File: src/rtl/prog_load_sequencer.sv
// Program load/run sequencer for the 4-bit CPU system.
// Holds the CPU in reset, streams a program into instruction memory, then
// releases the CPU for a fixed cycle budget and re-asserts its reset.
//
// Ports:
//   clk, reset          single clock; synchronous active-high reset
//   start, abort        launch a sequence (IDLE only) / cancel from any state
//   prog_len            words to load (clamped to memory depth; 0 = no load)
//   run_cycles          CPU run budget (0 = run until abort)
//   instr_valid/ready   valid/ready handshake from the instruction source
//   instr_data          instruction word
//   prog_enable         address mux select (1 = program address)
//   prog_we/addr/data   instruction memory write port
//   cpu_reset           CPU reset, active-high
//   busy, done          not-IDLE flag / one-cycle completion pulse
module prog_load_sequencer #(
    parameter int ADDR_WIDTH    = 4,
    parameter int INSTR_WIDTH   = 8,
    parameter int RUN_CNT_WIDTH = 16,
    parameter int RST_HOLD      = 2
) (
    input  logic                     clk,
    input  logic                     reset,
    input  logic                     start,
    input  logic                     abort,
    input  logic [ADDR_WIDTH:0]      prog_len,
    input  logic [RUN_CNT_WIDTH-1:0] run_cycles,
    input  logic                     instr_valid,
    input  logic [INSTR_WIDTH-1:0]   instr_data,
    output logic                     instr_ready,
    output logic                     prog_enable,
    output logic                     prog_we,
    output logic [ADDR_WIDTH-1:0]    prog_addr,
    output logic [INSTR_WIDTH-1:0]   prog_data,
    output logic                     cpu_reset,
    output logic                     busy,
    output logic                     done
);

    localparam int LEN_W  = ADDR_WIDTH + 1;
    localparam int HOLD_W = (RST_HOLD > 1) ? $clog2(RST_HOLD) : 1;

    localparam logic [LEN_W-1:0]         DEPTH     = {1'b1, {ADDR_WIDTH{1'b0}}};
    localparam logic [HOLD_W-1:0]        HOLD_LAST = HOLD_W'(RST_HOLD - 1);
    localparam logic [RUN_CNT_WIDTH-1:0] RUN_ONE   = RUN_CNT_WIDTH'(1);

    typedef enum logic [2:0] {
        S_IDLE,
        S_LOAD,
        S_SETTLE,
        S_RUN,
        S_DONE
    } state_e;

    state_e state_q, state_d;

    logic [LEN_W-1:0]         len_q, len_d;
    logic [LEN_W-1:0]         idx_q, idx_d;
    logic [RUN_CNT_WIDTH-1:0] run_len_q, run_len_d;
    logic [RUN_CNT_WIDTH-1:0] run_cnt_q, run_cnt_d;
    logic [HOLD_W-1:0]        settle_cnt_q, settle_cnt_d;

    logic                     prog_enable_q, prog_enable_d;
    logic                     prog_we_q, prog_we_d;
    logic [ADDR_WIDTH-1:0]    prog_addr_q, prog_addr_d;
    logic [INSTR_WIDTH-1:0]   prog_data_q, prog_data_d;
    logic                     cpu_reset_q, cpu_reset_d;
    logic                     busy_q, busy_d;
    logic                     done_q, done_d;

    logic [LEN_W-1:0] start_len;
    logic [LEN_W-1:0] idx_inc;
    logic             run_last;

    // Requests longer than the memory are clamped so addresses never wrap.
    assign start_len = (prog_len > DEPTH) ? DEPTH : prog_len;
    assign idx_inc   = idx_q + LEN_W'(1);

    // A zero budget never matches, so the CPU runs until abort.
    assign run_last = (run_len_q != '0) && (run_cnt_q == run_len_q - RUN_ONE);

    always_comb begin
        state_d       = state_q;
        len_d         = len_q;
        idx_d         = idx_q;
        run_len_d     = run_len_q;
        run_cnt_d     = run_cnt_q;
        settle_cnt_d  = settle_cnt_q;
        prog_enable_d = prog_enable_q;
        prog_we_d     = 1'b0;
        prog_addr_d   = prog_addr_q;
        prog_data_d   = prog_data_q;
        cpu_reset_d   = cpu_reset_q;
        busy_d        = busy_q;
        done_d        = 1'b0;

        unique case (state_q)
            S_IDLE: begin
                cpu_reset_d = 1'b1;
                busy_d      = 1'b0;
                if (start && !abort) begin
                    len_d         = start_len;
                    run_len_d     = run_cycles;
                    idx_d         = '0;
                    run_cnt_d     = '0;
                    settle_cnt_d  = '0;
                    prog_enable_d = 1'b1;
                    busy_d        = 1'b1;
                    state_d       = (start_len != '0) ? S_LOAD : S_SETTLE;
                end
            end

            S_LOAD: begin
                // instr_ready is high throughout LOAD.
                if (instr_valid) begin
                    prog_we_d   = 1'b1;
                    prog_addr_d = idx_q[ADDR_WIDTH-1:0];
                    prog_data_d = instr_data;
                    idx_d       = idx_inc;
                    if (idx_inc == len_q) begin
                        settle_cnt_d = '0;
                        state_d      = S_SETTLE;
                    end
                end
            end

            S_SETTLE: begin
                // First cycle still shows the final write; the port is
                // parked from the next edge on.
                prog_enable_d = 1'b0;
                prog_addr_d   = '0;
                prog_data_d   = '0;
                if (settle_cnt_q == HOLD_LAST) begin
                    cpu_reset_d = 1'b0;
                    run_cnt_d   = '0;
                    state_d     = S_RUN;
                end else begin
                    settle_cnt_d = settle_cnt_q + HOLD_W'(1);
                end
            end

            S_RUN: begin
                if (run_last) begin
                    cpu_reset_d = 1'b1;
                    done_d      = 1'b1;
                    state_d     = S_DONE;
                end else if (run_len_q != '0) begin
                    run_cnt_d = run_cnt_q + RUN_ONE;
                end
            end

            S_DONE: begin
                cpu_reset_d = 1'b1;
                busy_d      = 1'b0;
                state_d     = S_IDLE;
            end

            default: begin
                cpu_reset_d   = 1'b1;
                busy_d        = 1'b0;
                prog_enable_d = 1'b0;
                state_d       = S_IDLE;
            end
        endcase

        // Abort overrides everything, including a beat in the same cycle.
        if (abort && (state_q != S_IDLE)) begin
            state_d       = S_IDLE;
            cpu_reset_d   = 1'b1;
            prog_enable_d = 1'b0;
            prog_we_d     = 1'b0;
            prog_addr_d   = '0;
            prog_data_d   = '0;
            busy_d        = 1'b0;
            done_d        = 1'b0;
        end
    end

    always_ff @(posedge clk) begin
        if (reset) begin
            state_q       <= S_IDLE;
            len_q         <= '0;
            idx_q         <= '0;
            run_len_q     <= '0;
            run_cnt_q     <= '0;
            settle_cnt_q  <= '0;
            prog_enable_q <= 1'b0;
            prog_we_q     <= 1'b0;
            prog_addr_q   <= '0;
            prog_data_q   <= '0;
            cpu_reset_q   <= 1'b1;
            busy_q        <= 1'b0;
            done_q        <= 1'b0;
        end else begin
            state_q       <= state_d;
            len_q         <= len_d;
            idx_q         <= idx_d;
            run_len_q     <= run_len_d;
            run_cnt_q     <= run_cnt_d;
            settle_cnt_q  <= settle_cnt_d;
            prog_enable_q <= prog_enable_d;
            prog_we_q     <= prog_we_d;
            prog_addr_q   <= prog_addr_d;
            prog_data_q   <= prog_data_d;
            cpu_reset_q   <= cpu_reset_d;
            busy_q        <= busy_d;
            done_q        <= done_d;
        end
    end

    assign instr_ready = (state_q == S_LOAD);
    assign prog_enable = prog_enable_q;
    assign prog_we     = prog_we_q;
    assign prog_addr   = prog_addr_q;
    assign prog_data   = prog_data_q;
    assign cpu_reset   = cpu_reset_q;
    assign busy        = busy_q;
    assign done        = done_q;

endmodule

File: config.mk
export PLATFORM = sky130hd
export DESIGN_NAME = prog_load_sequencer
export DESIGN_NICKNAME = d
export VERILOG_FILES = /design/src/rtl/prog_load_sequencer.sv
export SDC_FILE = /design/constraint.sdc
export NUM_CORES = 1
export LEC_CHECK = 0
export CORE_MARGIN = 10
export CORE_UTILIZATION = 63
export CTS_CLUSTER_SIZE = 10
export DETAILED_ROUTE_END_ITERATION = 7
export DONT_BUFFER_PORTS = 1
export PLACE_DENSITY_LB_ADDON = 0.15
export SYNTH_ARGS = -nofsm -noshare
export SYNTH_HDL_FRONTEND = slang
export SYNTH_SLANG_ARGS = --single-unit
export TNS_END_PERCENT = 5
File: constraint.sdc
create_clock -name clk -period 3.9 [get_ports clk]
set_clock_uncertainty 0.05 [all_clocks]
set_input_delay 0.78 -clock clk [delete_from_list [all_inputs] [get_ports clk]]
set_output_delay 0.78 -clock clk [all_outputs]
set_load 0.05 [all_outputs]
# Word level (Yosys, flattened, before mapping)
# Cells that the tools add are included.
# word_totals
reg_bits	63
output_inout_bits	18
elab_cells	93
# op_classes
n_addsub	4
n_lt_le_gt_ge	1
n_eq_ne	13
muxes	34
bitwise_logic	3
reduce_logical	25
# op_table
op	n
$mux 16	4
$pmux 16 s3	1
$add 16x1->16 const B	1
$eq 16x16->1	1
$pmux 8 s2	1
$reduce_bool 16->1	1
$sub 16x1->16 const B	1
$mux 3	5
$mux 5	3
$ne 2x2->1 const B	6
$pmux 3 s4	1
$reduce_or 3->1	4
$mux 1	10
$pmux 5 s2	1
$reduce_and 5->1	2
$reduce_bool 3->1	3
$mux 8	1
$pmux 4 s2	1
$eq 3x2->1 const B	2
$pmux 1 s3	2
$reduce_and 2->1	3
$reduce_and 3->1	2
$add 5x1->5 const B	1
$eq 5x5->1	1
16 further kinds	22

# Depth between registers and ports, before layout
# logic_depth
word_depth	6
ltp_mapped	10
depth_no_buf	9

# Worst setup path before layout
# Ideal clock, no wire load.
# synth_path
kind	flip-flop to flip-flop
from	register run_len_q[2]
to	register cpu_reset_q (netlist: cpu_reset)
setup_ps	134
t_arrival_ps	2626
required_ps	3716
path_slack_ps	1090
stages_incl_launch_ff	9
n_path_buf	1
synth_period_minus_slack_ps	2810
path_cell_list	dfxtp_1 buf_4 or3_4 or4_1 xor2_1 nand4b_1 nor4_4 a31oi_1 or4_1
# synth_via
elab_chain_cells	5
word_cells_on_any_way	6
classes_between	1 x add/sub; 2 x eq/ne; 3 x reduce/logical
# synth_rtl
item	line	source
start: declaration	59	logic [RUN_CNT_WIDTH-1:0] run_len_q, run_len_d;
start signal: assignment	198	run_len_q <= run_len_d;
$sub 16x1->16	80	assign run_last = (run_len_q != '0) && (run_cnt_q == run_len_q - RUN_ONE);
$eq 16x16->1	80	
$logic_and 1x1->1 (*)	80	
$ne 2x2->1 (no line) (*)	n/a	
$reduce_and 3->1 (no line) (*)	n/a	
end signal: assignment	205	cpu_reset_q <= cpu_reset_d;
end: declaration	67	logic cpu_reset_q, cpu_reset_d;
# Every way passes the cells marked *; elsewhere a longest branch is shown, timed or not.
# A chain may end at the register's enable or synchronous reset.

# Worst setup path in the final report
# layout_path
from	register run_len_q[5]
to	register cpu_reset_q (netlist: cpu_reset)
# The elaborated chain is that of the path after synthesis.

==> reports/metrics.yaml <==
layout:
  drive_gt1_share_pct: 10.9
  syn2layout_area_growth_pct: 6.48
  final_cell_mix: "nand2_1, dfxtp_1, a21oi_1"
  antenna_cells: 0
  finalNetCount: 446
  final_cells: 483
  final_common_cell: "nand2_1"
critical_path:
  r2r_slack_ns: 0.87
  worstReg2RegStart: "run_len_q[5]"
  cp.buffers_inverters: 0
  critPathSlowestCell: "a2111oi_1"
  rr_worst_depth: 7
  slowest_delay_ns: 0.62
  timing.rr.end: "cpu_reset"
  path_cells: "nor4_1 -> nand3_1 -> a2111oi_1 -> o22ai_4 -> nor4_4 -> a31oi_1 -> or4_1"
  start_kind: "flip-flop"
  crit_type: "reg -> reg"
  crit_fanout: 9
  critPathTopFamily: "simple AND/OR/NAND/NOR gates"
  end_kind: "flip-flop"
  arrival_ns: 3.21
  required_ns: 4.07
pwr:
  switching_share_pct: 28.0
  clkPwrFrac_pct: 39.9
  irDropWorstVdd_mv: 0.339
  comb_power_share_pct: 15.5
  p_int_mw: 1.14
  seqPwrFrac_pct: 44.5
  p_leak_nw: 1.33
  p_per_area_nw_per_um2: 429
  p_switching_mw: 0.445
placement:
  gp_congestion: 0.966
  place_inst: 467
  portBuffers: 0
  hpwl_um: 6300
clocking:
  path_clk_slew_ns: 0.07
  hold_buffers: 0
  cts_setup_buffers: 0
  cts_max_level: 3
  clock_path_buffers: 2
  clk_latency_ns: 0.34
  cts_tree: "done"
  cts_root_buffer: "clkbuf_8"
  cts-resized-gates: 0
  clock-sinks: 63
  cts_buffers: 9
routing:
  drtIter0Drc: 193
  drcViolationCount: 0
  antenna_left: 0
  viasPerCell: 6.28
  vias: 3033
  wl_um: 8560
  wl_per_cell_um: 17.7
  first_pass_iters: 5
timing:
  hold_violations: 0
  tns_ns: 0
  max_freq_mhz: 330
  slew_viol_final: 0
  setup_violations: 0
  timing.slew.headroom_pct: 29.6
  fin_crit_sh_pct: 77.8
  post-route-min-period_ns: 3.03
  rsz0062_at_grt: "no"
  worst_slew_pin_slew_ns: 1.04
synthesis:
  yosysUniqueCellTypes: 62
  postSynthCellCount: 416
  synthFlopType: "dfxtp_1"
  synth_area_um2: 3470
  avgSynthCellArea_um2: 8.35
  yosys_warnings: 0
  async_reset_ff_share_pct: 0
  synth.net_count: 454
  synth_seq_cells: 63
  synth_edf_count: 0
  ys_seq_area_share_pct: 36.3
floorplan:
  num_rows: 26
  fp.dieW_um: 94.3
  dieArea_um2: 8880
  die_y_um: 94.3
  initial_utilization_pct: 66.3
  coreArea_um2: 5240
  pin_count: 52
hold_path:
  hold_start: "len_q[4]"
  worstHoldEndpoint: "len_q[4]"
  holdPathStages: 2
  hold_path.class: "reg -> reg"
global_route:
  track_usage_pct: 19.5
  grt-ovfl-total: 0
  grt_pass1_vias: 2801
  grt_pass1_wl_um: 14000
  grt_max_degree: 33
  antenna_found_initial: 0
status:
  status: "finished clean"
flow_run:
  timing.max_cap.violations: 0
[power by group through the flow]
stage	sequential, mW	clock (mW)	combinational, mW
3_5_place_dp	0.720	0	0.243
2_1_floorplan	0.707	0	0.214
4_1_cts	0.706	0.642	0.243
3_3_place_gp	0.719	0	0.235
6_report	0.706	0.634	0.246
5_1_grt	0.709	0.673	0.269
[Yosys cell counts, types with 10 or more instances]
cell | number | area [um^2]
xor2_1 | 12 | 105
dfxtp_1 | 63 | 1260
a21oi_1 | 32 | 160
nand3_1 | 16 | 80.1
o21ai_0 | 12 | 60.1
clkbuf_1 | 14 | 52.6
nor3_1 | 11 | 55.1
nand2b_1 | 10 | 62.6
nand2_1 | 66 | 248
nor2_1 | 23 | 86.3
a22o_1 | 10 | 87.6
xnor2_1 | 16 | 140
nor4_1 | 11 | 68.8
mux2i_1 | 10 | 100
[worst min-delay path, stage by stage, from the launching register on]
cell and delay, ns:
dfxtp_1 0.32, nand2_1 0.05, a21oi_1 0.05
[metal layers]
layer | GRT usage (%) | share of wire, %
met5 | 0 | 0
met4 | 7.47 | 1.7
met3 | 6.24 | 8.3
met2 | 29.6 | 46
met1 | 24.9 | 44
[worst max path at each step]
stage                 start            end  slack, ns  depth (start not counted)
4_1_cts        run_len_q[2]      cpu_reset       0.88                          7
3_5_place_dp          abort  run_cnt_q[15]       0.86                          7
6_report       run_len_q[5]      cpu_reset       0.87                          7
3_3_place_gp          abort  run_cnt_q[15]       0.92                          7
2_1_floorplan  run_len_q[2]      cpu_reset       1.09                          8
5_1_grt        run_len_q[0]      cpu_reset       0.61                          9
[flip-flops by register name, summed over array words and instances, names as in the netlist, 3 cells and up]
signal / cells
run_cnt_q: 16
run_len_q: 16
prog_data: 8
idx_q: 5
len_q: 5
prog_addr: 4
state_q: 3
[logic make-up after synthesis]
kind of cell / after synthesis / synth area share (%)
fa+ha+maj: 4 / 1.44
compound gates: 85 / 17.1
flops: 63 / 36.3
mux: 10 / 2.88
buf+inv: 31 / 4.65
xor+xnor: 28 / 7.06
simple gates: 195 / 30.6
[per-stage QoR]
stage               hold slack, ns  utilization [%]  total power, mW  area (um^2)  worst slack, ns
finish                       0.412             70.6             1.59         3700            0.867
global placement             0.400             66.4            0.954         3480            0.915
global route                 0.429             70.6             1.65         3700            0.609
floorplan                    0.393                -            0.920         3470             1.09
CTS                          0.414             70.6             1.59         3700            0.884
detailed placement           0.405             66.4            0.963         3480            0.861
[area by class of cell]
| class | count | area, um^2 |
|---|---|---|
| Multi-Input combinational cell | 322 | 2060 |
| Fill cell | 436 | 1540 |
| Sequential cell | 63 | 1260 |
| Clock buffer | 11 | 141 |
| Tap cell | 70 | 87.6 |
| Clock inverter | 5 | 81.3 |
| Timing Repair Buffer | 5 | 37.5 |
| Inverter | 7 | 26.3 |
Power figures use the tool's default switching activity.
